<file path="src/rtl/sram_arbiter.sv">
// Frame-buffer SRAM arbiter: prioritised scan-out reads, FIFO-buffered pixel writes
// retired in idle slots or forced after STARVE_MAX read grants with a write pending.
module sram_arbiter #(
  parameter int unsigned AW          = 20,
  parameter int unsigned DW          = 16,
  parameter int unsigned WFIFO_DEPTH = 4,
  parameter int unsigned STARVE_MAX  = 64
) (
  input  logic                           clk,
  input  logic                           rst,
  input  logic                           rd_req,
  input  logic [AW-1:0]                  rd_addr,
  output logic                           rd_gnt,
  output logic                           rd_valid,
  output logic [DW-1:0]                  rd_data,
  input  logic                           wr_valid,
  input  logic [AW-1:0]                  wr_addr,
  input  logic [DW-1:0]                  wr_data,
  output logic                           wr_ready,
  output logic [$clog2(WFIFO_DEPTH):0]   wr_level,
  output logic [AW-1:0]                  sram_addr,
  output logic [DW-1:0]                  sram_dq_out,
  output logic                           sram_dq_oe,
  input  logic [DW-1:0]                  sram_dq_in,
  output logic                           ce_n,
  output logic                           oe_n,
  output logic                           we_n,
  output logic                           ub_n,
  output logic                           lb_n
);
  localparam int unsigned PW = $clog2(WFIFO_DEPTH);
  localparam int unsigned LW = PW + 1;
  localparam int unsigned SW = $clog2(STARVE_MAX + 1);

  typedef enum logic [2:0] {IDLE, RD, WR_SETUP, WR_PULSE, WR_HOLD} state_t;
  state_t state, state_nxt;

  logic [AW-1:0] fifo_addr [WFIFO_DEPTH];
  logic [DW-1:0] fifo_data [WFIFO_DEPTH];
  logic [PW-1:0] wptr, rptr;
  logic [LW-1:0] level;
  logic [SW-1:0] starve_cnt;
  logic          fifo_empty, push, pop, forced;

  assign fifo_empty = (level == '0);
  assign wr_ready   = (level != LW'(WFIFO_DEPTH));
  assign wr_level   = level;
  assign push       = wr_valid && wr_ready;
  assign forced     = !fifo_empty && (starve_cnt == SW'(STARVE_MAX));

  // IDLE, RD and WR_HOLD are decision cycles; SETUP/PULSE run unconditionally
  always_comb begin
    state_nxt = state;
    rd_gnt    = 1'b0;
    pop       = 1'b0;
    unique case (state)
      WR_SETUP: state_nxt = WR_PULSE;
      WR_PULSE: state_nxt = WR_HOLD;
      default: begin
        if (forced) begin
          state_nxt = WR_SETUP;
          pop       = 1'b1;
        end else if (rd_req) begin
          state_nxt = RD;
          rd_gnt    = 1'b1;
        end else if (!fifo_empty) begin
          state_nxt = WR_SETUP;
          pop       = 1'b1;
        end else begin
          state_nxt = IDLE;
        end
      end
    endcase
  end

  always_ff @(posedge clk or negedge rst) begin
    if (!rst) begin
      wptr  <= '0;
      rptr  <= '0;
      level <= '0;
    end else begin
      if (push) wptr <= wptr + 1'b1;
      if (pop)  rptr <= rptr + 1'b1;
      case ({push, pop})
        2'b10:   level <= level + 1'b1;
        2'b01:   level <= level - 1'b1;
        default: ;
      endcase
    end
  end

  always_ff @(posedge clk) begin
    if (push) begin
      fifo_addr[wptr] <= wr_addr;
      fifo_data[wptr] <= wr_data;
    end
  end

  always_ff @(posedge clk or negedge rst) begin
    if (!rst) begin
      starve_cnt <= '0;
    end else if (pop || fifo_empty) begin
      starve_cnt <= '0;
    end else if (rd_gnt && (starve_cnt != SW'(STARVE_MAX))) begin
      starve_cnt <= starve_cnt + 1'b1;
    end
  end

  // Pins are registered from the next state so each state shows its own strobes
  always_ff @(posedge clk or negedge rst) begin
    if (!rst) begin
      state       <= IDLE;
      ce_n        <= 1'b1;
      ub_n        <= 1'b1;
      lb_n        <= 1'b1;
      oe_n        <= 1'b1;
      we_n        <= 1'b1;
      sram_dq_oe  <= 1'b0;
      sram_addr   <= '0;
      sram_dq_out <= '0;
      rd_valid    <= 1'b0;
      rd_data     <= '0;
    end else begin
      state      <= state_nxt;
      rd_valid   <= (state == RD);
      if (state == RD) rd_data <= sram_dq_in;
      ce_n       <= (state_nxt == IDLE);
      ub_n       <= (state_nxt == IDLE);
      lb_n       <= (state_nxt == IDLE);
      oe_n       <= (state_nxt != RD);
      we_n       <= (state_nxt != WR_PULSE);
      sram_dq_oe <= (state_nxt == WR_PULSE) || (state_nxt == WR_HOLD);
      if (rd_gnt) sram_addr <= rd_addr;
      if (pop) begin
        sram_addr   <= fifo_addr[rptr];
        sram_dq_out <= fifo_data[rptr];
      end
    end
  end
endmodule

</file>
<file path="config.mk">
export PLATFORM = sky130hd
export DESIGN_NAME = sram_arbiter
export DESIGN_NICKNAME = d
export VERILOG_FILES = /design/src/rtl/sram_arbiter.sv
export SDC_FILE = /design/constraint.sdc
export NUM_CORES = 1
export LEC_CHECK = 0
export CORE_MARGIN = 3
export CORE_UTILIZATION = 50
export CTS_BUF_LIST = sky130_fd_sc_hd__clkbuf_4 sky130_fd_sc_hd__clkbuf_8
export DETAILED_ROUTE_END_ITERATION = 16
export GPL_ROUTABILITY_DRIVEN = 1
export PLACE_DENSITY = 0.84
export SYNTH_ARGS = -nofsm -noshare
export SYNTH_HDL_FRONTEND = slang
export SYNTH_SLANG_ARGS = --single-unit
</file>
<file path="constraint.sdc">
create_clock -name clk -period 2.55 [get_ports clk]
set_input_delay 0.51 -clock clk [delete_from_list [all_inputs] [get_ports clk]]
set_output_delay 0.51 -clock clk [all_outputs]
set_load 0.01 [all_outputs]
</file>
==> impl_metrics.toml <==
[sta]
relSlewSlack_pct = 57.56
tightest_slew_ns = 0.6331
tns_ns = 0
slew_violations = 0
setup_violations = 0
fin_crit_sh_pct = 96.80
hold_violations = 0
max_freq_mhz = 405.1
period_needed_ns = 2.468
rsz0062_at_grt = "false"
finClkSkew_ns = 0.03519
setup_slack_ns = 0.08166

[drt]
viasPerCell = 5.474
drtIter0Drc = 340
wl_per_cell_um = 19.94
remaining_drc_errors = 0
drt_pass1_iterations = 5
ant_nets = 0
routed_wl_um = 17550
vias = 4817

[floorplan]
dieArea_um2 = 18450
ios = 140
num_rows = 46
start_util_pct = 52.12
die_x_um = 135.8
core_region_area_um2 = 16170
die_h_um = 135.8

[min_path]
hold_class = "reg -> reg"
min_to = "sram_addr[9]$_DFFE_PN0P_"
worstHoldStart = "sram_addr[9]$_DFFE_PN0P_"
holdPathStages = 2

[logic_synthesis]
synth_area_um2 = 8429
yosys_warnings = 0
synth_edf_count = 144
syn_nets = 545
synthCells = 461
synth_flop_cell = "edfxtp_1"
yosysUniqueCellTypes = 39
synth-seq-cells = 218
avgSynthCellArea_um2 = 18.28
yosysSeqAreaShare_pct = 73.31
async_flop_share_pct = 33.94

[cells_and_area]
nets = 722
antennaDiodeCount = 0
syn2layout_area_growth_pct = 30.64
final_layout_size_suffix_gt1_share_pct = 26.36

[run]
maxCapViolCount = 0

[global_routing]
grt_max_degree = 44
grt_pass1_wl_um = 27640
grt_pass1_vias = 5315
grt_usage_pct = 19.68
antenna_found_initial = 1
grt_remaining_overflow = 0

[worst_setup_path]
timing.reg2reg.worst_path_depth = 11
cp_max_fo = 2
cp.required_ns = 2.04
cp-start-kind = "flip-flop"
reg2reg_to = "wr_level[2]$_DFFE_PN0P_"
cp_data_arrival_time_ns = 1.96
regToRegStartpoint = "starve_cnt[3]$_DFFE_PN0P_"
crit_path_end_kind = "primary output"
crit_type = "reg -> out"
r2r_slack_ns = 0.14

[power]
p_comb_share_pct = 35.1
clkPwrFrac_pct = 24.0
p_seq_share_pct = 40.9
p_sw_share_pct = 29.89
internal-power_uw = 9216
p_per_area_nw_per_um2 = 1194
vdd_drop_max_uv = 674.4
switchingPower_uw = 3929
leakagePower_uw = 0.004079

[cts]
cts_tree = "built"
clkTransAtPathRegs_ns = 0.06
cts.sinks = 218
cts_made_buffers = 36
clock_latency_ns = 0.52
htreeDepth = 2
cts_root_buffer = "clkbuf_8"
cts_max_path_buffers = 3

[run_status]
status = "complete, no violations"

[placed_design]
gp_congestion = 0.7891
pre_cts_ws_ns = 0.1776
io_buffers = 139
dp_hpwl_um = 11020
## cell usage after synthesis (2+ instances only)
cell	instances	area, um^2
dfstp_2	3	78.83
nand3_1	23	115.1
mux2_2	33	371.6
o311ai_0	13	113.9
nand2b_1	3	18.77
nand2_1	19	71.32
ha_1	7	87.58
and2_1	3	18.77
o21ai_0	5	25.02
or3_1	5	31.28
dfrtp_1	71	1777
mux4_2	36	810.8
o21ai_1	7	35.03
and3_1	4	25.02
edfxtp_1	144	4324
nand4_1	2	12.51
xnor2_1	5	43.79
nor2_1	5	18.77
clkbuf_1	13	48.80
inv_1	25	93.84
buf_4	3	22.52
nor3_1	2	10.01
xor2_1	3	26.28
a21oi_1	3	15.01
buf_2	5	25.02
mux2i_1	6	60.06
## per-stage QoR
step | hold WS, ns | power, uW | util [%] | cells | area, um^2
detailed placement | 0.4973 | 10090 | 63.11 | 811 | 10210
CTS | 0.5117 | 13290 | 68.06 | 880 | 11010
global route | 0.5338 | 13880 | 68.09 | 880 | 11010
global placement | 0.4794 | 9872 | 63.11 | 811 | 10210
finish | 0.5032 | 13140 | 68.09 | 880 | 11010
floorplan | 0.2144 | 8000 | - | 461 | 8456
## placed cells by master, fill, tap and decap left out, types with 5 or more instances in the layout
master / count
clkbuf_4: 14
mux4_2: 36
clkbuf_8: 41
o21ai_0: 5
o21ai_1: 6
buf_4: 17
nand3_1: 23
edfxtp_1: 144
o311ai_0: 13
mux2_2: 33
dfrtp_1: 69
or3_1: 5
ha_1: 6
clkdlybuf4s50_1: 137
buf_12: 5
nand2_1: 19
xnor2_1: 5
inv_1: 25
mux2i_1: 6
## registers in the layout (all words and copies together), names as in the netlist
register	count
sram_dq_oe	1
fifo_addr	80
wr_level	3
we_n	1
oe_n	1
fifo_data	64
rd_valid	1
starve_cnt	7
rd_data	16
lb_n	1
wptr	2
state	3
rptr	2
sram_dq_out	16
sram_addr	20
## worst max-delay path, stage by stage (launching register included)
cell      delay, ns
dfrtp_1        0.38
or4b_4         0.56
o311ai_4       0.30
inv_1          0.06
buf_2          0.14
## routing by layer
| layer | vias up | wire (um) | track usage (%) |
|---|---|---|---|
| met5 | - | 20 | 0 |
| met4 | 2 | 470 | 8.231 |
| met3 | 49 | 1425 | 5.996 |
| met2 | 207 | 8560 | 32.61 |
| met1 | 2428 | 7073 | 24.28 |
| li1 | 2131 | - | - |
## logic make-up (layout without fill, tap and decap cells)
family          count (synthesis)  after routing  synth area share (%)
mux                            75             75                 14.74
simple gates                   70             70                 4.319
fa+ha+maj                       8              8                 1.276
buf+inv                        48            251                 2.464
compound gates                 34             34                 3.058
flops                         218            218                 73.31
xor+xnor                        8              8                0.8313
## cell type report
type,instances,area [um^2]
clock buffers,55,669.4
flip-flops and latches,218,6182
multi-input cells,195,2081
clock inverters,9,95.09
fillers,1068,5161
well taps,216,270.3
inverters,26,100.1
repair buffers,161,1614
## power groups by stage
| stage | Clock [uW] | Sequential (uW) | Combinational (uW) |
|---|---|---|---|
| finish | 3150 | 5380 | 4610 |
| global route | 3380 | 5490 | 5020 |
| CTS | 3230 | 5390 | 4670 |
| detailed placement | 0 | 5450 | 4630 |
| global placement | 0 | 5370 | 4500 |
| floorplan | 0 | 5520 | 2480 |
## worst max path at each step
stage                                          from                      end  slack (ns)  cells after the start
after floorplan           starve_cnt[5]$_DFFE_PN0P_  wr_level[2]$_DFFE_PN0P_        0.04                     11
after global placement                       rd_req                   rd_gnt        0.19                      4
after detailed placement  starve_cnt[5]$_DFFE_PN0P_  wr_level[2]$_DFFE_PN0P_        0.18                     10
after CTS                 starve_cnt[3]$_DFFE_PN0P_                   rd_gnt        0.07                      4
after global routing      starve_cnt[3]$_DFFE_PN0P_  wr_level[2]$_DFFE_PN0P_        0.01                     11
final                     starve_cnt[3]$_DFFE_PN0P_                   rd_gnt        0.08                      4
## what timing repair did
action	CTS	global route
gates cloned	0	0
pin swaps	2	2
endpoints found under the hold margin	25	0
hold buffers	1	0
setup endpoints to repair	1	1
setup buffers	4	0
resized for setup	4	1
No activity file was read; power rests on OpenSTA's default activity.
